**config.mk**
```make
export PLATFORM = sky130hd
export DESIGN_NAME = weight_instr_queue
export DESIGN_NICKNAME = d
export VERILOG_FILES = /design/src/rtl/weight_instr_queue.sv
export SDC_FILE = /design/constraint.sdc
export NUM_CORES = 1
export LEC_CHECK = 0
export CORE_UTILIZATION = 43
export CTS_CLUSTER_DIAMETER = 100
export DETAILED_ROUTE_END_ITERATION = 8
export HOLD_SLACK_MARGIN = 0.12
export PLACE_DENSITY = 0.62
export SLEW_MARGIN = 20
export SYNTH_ARGS = -nofsm -noshare
export SYNTH_HDL_FRONTEND = slang
export SYNTH_SLANG_ARGS = --single-unit
export TNS_END_PERCENT = 10
```
**constraint.sdc**
```tcl
create_clock -name clk -period 7.1 [get_ports clk]
set_clock_uncertainty 0.1 [all_clocks]
set_input_delay 0.71 -clock clk [delete_from_list [all_inputs] [get_ports clk]]
set_output_delay 0.71 -clock clk [all_outputs]
set_load 0.02 [all_outputs]
```
**src/rtl/weight_instr_queue.sv**
```systemverilog
// Weight instruction queue: a DEPTH-entry FIFO feeding a weight flow controller,
// issuing at most one instruction per controller busy period through a small FSM.
module weight_instr_queue #(
  parameter int DEPTH     = 4,
  parameter int CNT_WIDTH = $clog2(DEPTH + 1),
  parameter int OP_W      = 4,
  parameter int ADDR_W    = 16,
  parameter int LEN_W     = 16,
  parameter int INSTR_W   = OP_W + ADDR_W + LEN_W
) (
  input  logic                 clk,
  input  logic                 rst_n,
  input  logic                 enable_i,
  input  logic [INSTR_W-1:0]   in_instr_i,
  input  logic                 in_valid_i,
  output logic                 in_ready_o,
  input  logic                 flush_i,
  output logic [INSTR_W-1:0]   out_instr_o,
  output logic                 out_instr_enable_o,
  input  logic                 wfc_busy_i,
  input  logic                 wfc_resource_busy_i,
  output logic [CNT_WIDTH-1:0] queue_count_o,
  output logic                 idle_o,
  output logic                 overflow_o
);

  localparam int PTR_W = (DEPTH > 1) ? $clog2(DEPTH) : 1;
  localparam logic [PTR_W-1:0]     PTR_ZERO = {PTR_W{1'b0}};
  localparam logic [PTR_W-1:0]     PTR_ONE  = PTR_W'(1);
  localparam logic [CNT_WIDTH-1:0] CNT_ZERO = {CNT_WIDTH{1'b0}};
  localparam logic [CNT_WIDTH-1:0] CNT_ONE  = CNT_WIDTH'(1);
  localparam logic [CNT_WIDTH-1:0] CNT_FULL = CNT_WIDTH'(DEPTH);

  typedef enum logic [1:0] {
    S_IDLE = 2'd0,
    S_WAIT = 2'd1,
    S_RUN  = 2'd2
  } state_t;

  state_t               state_q, state_d;
  logic [1:0]           wait_cnt_q, wait_cnt_d;
  logic [PTR_W-1:0]     wptr_q, wptr_d;
  logic [PTR_W-1:0]     rptr_q, rptr_d;
  logic [CNT_WIDTH-1:0] count_q, count_d;
  logic [INSTR_W-1:0]   out_instr_q, out_instr_d;
  logic                 out_en_q, out_en_d;
  logic                 overflow_q, overflow_d;
  logic [INSTR_W-1:0]   mem_q [DEPTH];

  logic full_s;
  logic empty_s;
  logic issue_s;
  logic push_s;
  logic ovf_set_s;

  // Handshake and issue decisions; a full queue still accepts a push on an issuing edge
  always_comb begin
    full_s    = (count_q == CNT_FULL);
    empty_s   = (count_q == CNT_ZERO);
    issue_s   = enable_i & (state_q == S_IDLE) & ~empty_s & ~wfc_busy_i & ~flush_i;
    push_s    = enable_i & in_valid_i & ~flush_i & (~full_s | issue_s);
    ovf_set_s = enable_i & in_valid_i & ~flush_i & full_s & ~issue_s;
  end

  // FSM next state; WAIT gives up after three edges without the controller going busy
  always_comb begin
    state_d    = state_q;
    wait_cnt_d = wait_cnt_q;
    if (enable_i) begin
      case (state_q)
        S_IDLE: begin
          if (issue_s) begin
            state_d    = S_WAIT;
            wait_cnt_d = 2'd0;
          end else begin
            state_d    = S_IDLE;
          end
        end
        S_WAIT: begin
          if (wfc_busy_i) begin
            state_d    = S_RUN;
            wait_cnt_d = 2'd0;
          end else if (wait_cnt_q == 2'd2) begin
            state_d    = S_IDLE;
            wait_cnt_d = 2'd0;
          end else begin
            wait_cnt_d = wait_cnt_q + 2'd1;
          end
        end
        S_RUN: begin
          if (!wfc_busy_i) begin
            state_d = S_IDLE;
          end else begin
            state_d = S_RUN;
          end
        end
        default: begin
          state_d    = S_IDLE;
          wait_cnt_d = 2'd0;
        end
      endcase
    end else begin
      state_d    = state_q;
      wait_cnt_d = wait_cnt_q;
    end
  end

  // Queue bookkeeping and issue register next state; everything holds while disabled
  always_comb begin
    wptr_d      = wptr_q;
    rptr_d      = rptr_q;
    count_d     = count_q;
    overflow_d  = overflow_q;
    out_instr_d = out_instr_q;
    out_en_d    = out_en_q;
    if (enable_i) begin
      out_en_d = issue_s;
      if (issue_s) begin
        out_instr_d = mem_q[rptr_q];
      end else begin
        out_instr_d = out_instr_q;
      end
      if (flush_i) begin
        wptr_d     = PTR_ZERO;
        rptr_d     = PTR_ZERO;
        count_d    = CNT_ZERO;
        overflow_d = 1'b0;
      end else begin
        if (push_s) begin
          wptr_d = wptr_q + PTR_ONE;
        end else begin
          wptr_d = wptr_q;
        end
        if (issue_s) begin
          rptr_d = rptr_q + PTR_ONE;
        end else begin
          rptr_d = rptr_q;
        end
        case ({push_s, issue_s})
          2'b10:   count_d = count_q + CNT_ONE;
          2'b01:   count_d = count_q - CNT_ONE;
          default: count_d = count_q;
        endcase
        if (ovf_set_s) begin
          overflow_d = 1'b1;
        end else begin
          overflow_d = overflow_q;
        end
      end
    end else begin
      out_en_d = out_en_q;
    end
  end

  // State registers with synchronous active-low reset
  always_ff @(posedge clk) begin
    if (!rst_n) begin
      state_q     <= S_IDLE;
      wait_cnt_q  <= 2'd0;
      wptr_q      <= PTR_ZERO;
      rptr_q      <= PTR_ZERO;
      count_q     <= CNT_ZERO;
      out_instr_q <= {INSTR_W{1'b0}};
      out_en_q    <= 1'b0;
      overflow_q  <= 1'b0;
    end else begin
      state_q     <= state_d;
      wait_cnt_q  <= wait_cnt_d;
      wptr_q      <= wptr_d;
      rptr_q      <= rptr_d;
      count_q     <= count_d;
      out_instr_q <= out_instr_d;
      out_en_q    <= out_en_d;
      overflow_q  <= overflow_d;
    end
  end

  // Entry storage; contents need no reset because the pointers gate every read
  always_ff @(posedge clk) begin
    if (push_s) begin
      mem_q[wptr_q] <= in_instr_i;
    end
  end

  assign in_ready_o         = ~full_s;
  assign out_instr_o        = out_instr_q;
  assign out_instr_enable_o = out_en_q;
  assign queue_count_o      = count_q;
  assign overflow_o         = overflow_q;
  assign idle_o             = empty_s & (state_q == S_IDLE) & ~wfc_resource_busy_i;

endmodule
```
# Yosys cells after proc, flatten, opt, wreduce, memory -nomap -nowiden
# Memory sizes are Yosys's and may differ from the RTL's. A register that Yosys moved wholly into a read port is not among the register bits.
# Cells that the tools add are included.
dict set report totals {
  memories 1
  out_inout_bits 43
  register_bits 13
  mem_bits_rw 144
  elab_cells 73
  inputBits 43
}
dict set report classes {
  mux 19
  n_addsub 5
  bitwise_logic 19
  reduce_logical 14
  eq_ne 8
}
# memory words word_bits read_ports rd_ports_with_merged_regs write_ports line
set memory_table {}
lappend memory_table {mem_q 4 36 1 1 1 48} ;# logic [INSTR_W-1:0] mem_q [DEPTH];
# op count
set op_table {}
lappend op_table {{$mux W2} 10}
lappend op_table {{$pmux W2 S3} 2}
lappend op_table {{$reduce_and A2 Y1} 6}
lappend op_table {{$and A1 B1 Y1} 11}
lappend op_table {{$not A1 Y1} 7}
lappend op_table {{$add A2 B1 Y2 const B} 3}
lappend op_table {{$eq A2 B2 Y1 const B} 3}
lappend op_table {{$pmux W3 S2} 1}
lappend op_table {{$reduce_bool A2 Y1} 3}
lappend op_table {{$mux W1} 5}
lappend op_table {{$eq A2 B1 Y1 const B} 2}
lappend op_table {{$add A3 B1 Y3 const B} 1}
lappend op_table {{$eq A3 B3 Y1 const B} 1}
lappend op_table {{$logic_not A3 Y1} 1}
lappend op_table {{$mux W3} 1}
lappend op_table {{$ne A3 B3 Y1 const B} 1}
lappend op_table {{$reduce_and A3 Y1} 1}
lappend op_table {{$reduce_bool A3 Y1} 1}
lappend op_table {{$sub A3 B1 Y3 const B} 1}
lappend op_table {{$logic_not A2 Y1} 1}
lappend op_table {{$ne A2 B2 Y1 const B} 1}
lappend op_table {{$logic_not A1 Y1} 1}
lappend op_table {{$or A1 B1 Y1} 1}

# Logic depth before layout (Yosys ltp)
dict set report logic_depth {
  word_depth 10
  ltp_mapped 13
  ltp_nobuf 11
}

# Least setup slack after synthesis
# No wires, ideal clock.
dict set report synth_timing {
  path_kind {input port to flip-flop}
  startpoint {input port enable_i}
  endpoint {register count_q[2] (netlist: queue_count_o[2])}
  slack_ns 4.251
  path_buffers 3
  setup_time_ns 0.067
  arrival_ns 2.682
  required_ns 6.933
  stages 12
  path_cell_list {buf_4 > and3b_1 > buf_4 > nand3_2 > buf_6 > a21oi_1 > xor2_1 > ha_1 > or3_1 > a2111oi_0 > nor2_1 > o21ai_2}
}
dict set report synth_between {
  elab_chain_len 9
  elab_cells_between_ends 14
  cone_classes {2 x eq/ne; 2 x mux; 8 x bitwise; 2 x reduce/logical}
}
# element line
set synth_rtl {}
lappend synth_rtl {{start: declaration} 13} ;# input logic enable_i,
lappend synth_rtl {{$and A1 B1 Y1 (4 in series)} 60} ;# issue_s = enable_i & (state_q == S_IDLE) & ~empty_s & ~wfc_busy_i & ~flush_i;
lappend synth_rtl {{$or A1 B1 Y1} 61} ;# push_s = enable_i & in_valid_i & ~flush_i & (~full_s | issue_s);
lappend synth_rtl {{$and A1 B1 Y1} 61}
lappend synth_rtl {{$eq A2 B1 Y1 or $eq A2 B2 Y1 (tied branches)} 139} ;# case ({push_s, issue_s})
lappend synth_rtl {{$pmux W3 S2 or $reduce_bool A3 Y1 (tied branches)} n/a}
lappend synth_rtl {{$mux W3 or $reduce_and A2 Y1 (tied branches)} n/a}
lappend synth_rtl {{end signal: assignment} 171} ;# count_q <= count_d;
lappend synth_rtl {{end: declaration} 44} ;# logic [CNT_WIDTH-1:0] count_q, count_d;
# Several ways; a longest one is shown, not always the timed one.
# A chain may end at the register's enable or synchronous reset.

# Worst setup path in the final report
# Ends and elaborated chain as after synthesis.

==> metrics.log <==
INFO  metric clk_root_buffer_cell = sky130_fd_sc_hd__clkbuf_16
INFO  metric whs = 354 ps
INFO  metric finalWirelength = 14.0 mm
INFO  metric area_delta_synth_final = 22.8%
INFO  metric starting_density = between 40 and 50%
INFO  metric finalWeightedCongestion = about 0.76
INFO  metric drc_errors = 0
INFO  metric num_antenna_cells = 0
INFO  metric fin_setup_tns = 0 ps
INFO  metric final_cells = about 760
INFO  metric setup_violations = 0
INFO  metric io-pin-count = 86
INFO  metric min_from = out_instr_o[0]
INFO  metric worstPathArrival = between 4000 and 5000 ps
INFO  metric netlist_top_cells_area = sky130_fd_sc_hd__edfxtp_1, sky130_fd_sc_hd__dfxtp_1, sky130_fd_sc_hd__mux4_2, sky130_fd_sc_hd__nand2_1, sky130_fd_sc_hd__a21oi_1
INFO  metric grt_first_pass_wirelength = between 20 and 25 mm
INFO  metric postCtsSetupRepairBufs = 0
INFO  metric power.leakage = approximately 2.8 nW
INFO  metric post-route-period-util = 56.9%
INFO  metric achievable-frequency = about 250 MHz
INFO  metric port-buffer-count = 85
INFO  metric num-nets-final = 580
INFO  metric postSynth.topFlopCell = sky130_fd_sc_hd__edfxtp_1
INFO  metric number_of_flops_mapped_to_enable_cells_by_yosys = between 100 and 150
INFO  metric synth_area_per_cell = 16.4 um2
INFO  metric drt-vias-per-instance = approximately 5.2
INFO  metric rsz_0062_raised_after_global_routing = no
INFO  metric fp.dieArea = between 15000 and 20000 um2
INFO  metric global_route.overflow_total = 0
INFO  metric post_synth_instance_area = approximately 7400 um2
INFO  metric synth.yosys.seq_area_share = 72.2%
INFO  metric clk_pin_slew_worst_paths = 60 ps
INFO  metric crit_required = around 7400 ps
INFO  metric layout_commonest_cell = sky130_fd_sc_hd__edfxtp_1
INFO  metric cellPowerDensity = roughly 270 nW/um2
INFO  metric grt_max_degree = 48
INFO  metric post_cts_sizing = 0
INFO  metric worstHoldPathType = reg -> reg
INFO  metric grt_usage = ~17%
INFO  metric synth_top_area_share = roughly three fifths
INFO  metric cp-startpoint = enable_i
INFO  metric drt-initial-drc-count = 250
INFO  metric placement_rows = 47
INFO  metric wl_per_cell = around 18 um
INFO  metric routed-via-count = ~3900
INFO  metric setup.worst_path.end_class = flop
INFO  metric die_width = between 100 and 150 um
INFO  metric drive_gt1_share = between 10% and 20%
INFO  metric status = completed
INFO  metric worst-setup-path-type = in -> reg
INFO  metric n_fill_cell = around 1300
INFO  metric final-hold-violation-count = 0
INFO  metric final_core_utilization = 54.3%
INFO  metric r2r-start = state_q[0]
INFO  metric drt_pre_antenna_iters = 4
INFO  metric antenna_found_initial = 0
INFO  metric worst-slew-pin-transition = 1090 ps
INFO  metric post_synthesis_cell_type_with_the_largest_combined_area = sky130_fd_sc_hd__edfxtp_1
INFO  metric holdBufCountCts = 0
INFO  metric mostFrequentLayoutCells = sky130_fd_sc_hd__edfxtp_1, sky130_fd_sc_hd__clkdlybuf4s50_1, sky130_fd_sc_hd__nand2_1
INFO  metric detail-route-antenna-nets = 0
INFO  metric dp_cells = about 730
INFO  metric dieHeight = 133 um
INFO  metric number_of_pins_exceeding_their_max_slew_limit_in_the_final_report = 0
INFO  metric cts-root-to-sink-buffers = 2
INFO  metric fp.coreArea = ~17000 um2
INFO  metric cap_viol_max_count = 0
INFO  metric cts_sinks = 193
INFO  metric synthesis.instances = between 400 and 500
INFO  metric yosys_warnings = 0
INFO  metric clock_tree_from_tritoncts = built
INFO  metric timing.final.crit_period = 4040 ps
INFO  metric startpoint_type = input port
INFO  metric ys_async_sr_fraction = 0%
INFO  metric clk-insertion-delay-late = around 420 ps
INFO  metric grt_pass1_vias = approximately 4000
INFO  metric ys_ff_latch = ~190
INFO  metric dp.final_hpwl = 7.53 mm
INFO  metric crit_path_max_fo = 39
INFO  metric syn-num-nets = 500
INFO  metric dpl-instance-area = roughly 8400 um2
INFO  metric stdcell_area = about 9000 um2
INFO  metric yosysUniqueCellTypes = 50
INFO  metric cts_inserted_buffers = 17
INFO  metric max_slew_margin = ~28%
INFO  metric htree_levels = 4
INFO  metric max-vdd-ir-drop = between 0.00015 and 0.0002 V
critical path, stage by stage:
cell and delay [ps]:
sky130_fd_sc_hd__clkdlybuf4s50_1 640, sky130_fd_sc_hd__and3b_1 370, sky130_fd_sc_hd__nand3_2 810, sky130_fd_sc_hd__a21oi_1 430
sky130_fd_sc_hd__xor2_1 110, sky130_fd_sc_hd__ha_1 220, sky130_fd_sc_hd__or3_1 300, sky130_fd_sc_hd__a2111oi_0 450
sky130_fd_sc_hd__nor2_1 120, sky130_fd_sc_hd__o21ai_2 130
where the power goes:
group | switching (W) | total (W) | internal, W | leakage [nW]
Clock | 0.000390 | 0.00108 | 0.000694 | 0.322
Sequential | 0.00000666 | 0.00123 | 0.00122 | 1.70
Combinational | 0.0000434 | 0.0000852 | 0.0000417 | 0.830
cell families after synthesis:
logic type                 count (synthesis)  share of synthesized area, %
xor gates and xnor gates                   1                         0.119
buffers and inverters                     34                          2.45
AOI/OAI and AO/OA                         60                          5.24
adders and majority gates                  9                          1.53
DFF                                      193                          72.2
muxes                                     41                          11.7
and+or+nand+nor                          110                          6.77
sequential cells by signal (all words and copies together), names as in the netlist:
signal	count
out_instr_o	36
mem_q	144
wptr_q	2
wait_cnt_q	2
overflow_o	1
queue_count_o	3
out_instr_enable_o	1
state_q	2
rptr_q	2
per-stage QoR:
stage          setup slack [ps]  total power (W)
6_report                   3060          0.00240
5_1_grt                    2780          0.00246
4_1_cts                    3050          0.00241
3_5_place_dp               2620          0.00134
3_3_place_gp               2640          0.00134
2_1_floorplan              4250          0.00129
area by class of cell:
class	instances	area [um2]	area share, %
well taps	220	275	3.05
multi-input cells	221	1880	20.8
clock buffers	20	437	4.84
clock inverters	12	239	2.65
repair buffers	86	858	9.51
inverters	9	33.8	0.374
flip-flops and latches	193	5310	58.8
synthesized netlist by cell type, types with 4 or more instances:
master,n
sky130_fd_sc_hd__mux4_2,36
sky130_fd_sc_hd__and2_1,4
sky130_fd_sc_hd__nor2_1,6
sky130_fd_sc_hd__buf_6,4
sky130_fd_sc_hd__clkbuf_1,7
sky130_fd_sc_hd__mux2i_1,5
sky130_fd_sc_hd__nand2_1,79
sky130_fd_sc_hd__inv_1,8
sky130_fd_sc_hd__dfxtp_1,49
sky130_fd_sc_hd__edfxtp_1,144
sky130_fd_sc_hd__buf_2,12
sky130_fd_sc_hd__ha_1,9
sky130_fd_sc_hd__a21oi_1,40
path summary, 6_finish.rpt:
kind	end	slack, ps	cells after the start
worst min register to register	out_instr_o[0]	350	2
worst min-delay path	out_instr_o[0]	350	2
worst max-delay path	queue_count_o[2]	3060	10
worst max register to register	queue_count_o[2]	3360	11
metal layers:
metal | up-vias | track usage, % | wire, um | part of all wire (%)
met5 | - | 0 | 0 | 0
met4 | 0 | 7.22 | 232 | 1.7
met3 | 17 | 4.21 | 618 | 4.4
met2 | 78 | 27.9 | 6910 | 49
met1 | 1995 | 21.6 | 6210 | 44
li1 | 1857 | - | - | -
No activity file was read; power rests on OpenSTA's default activity.
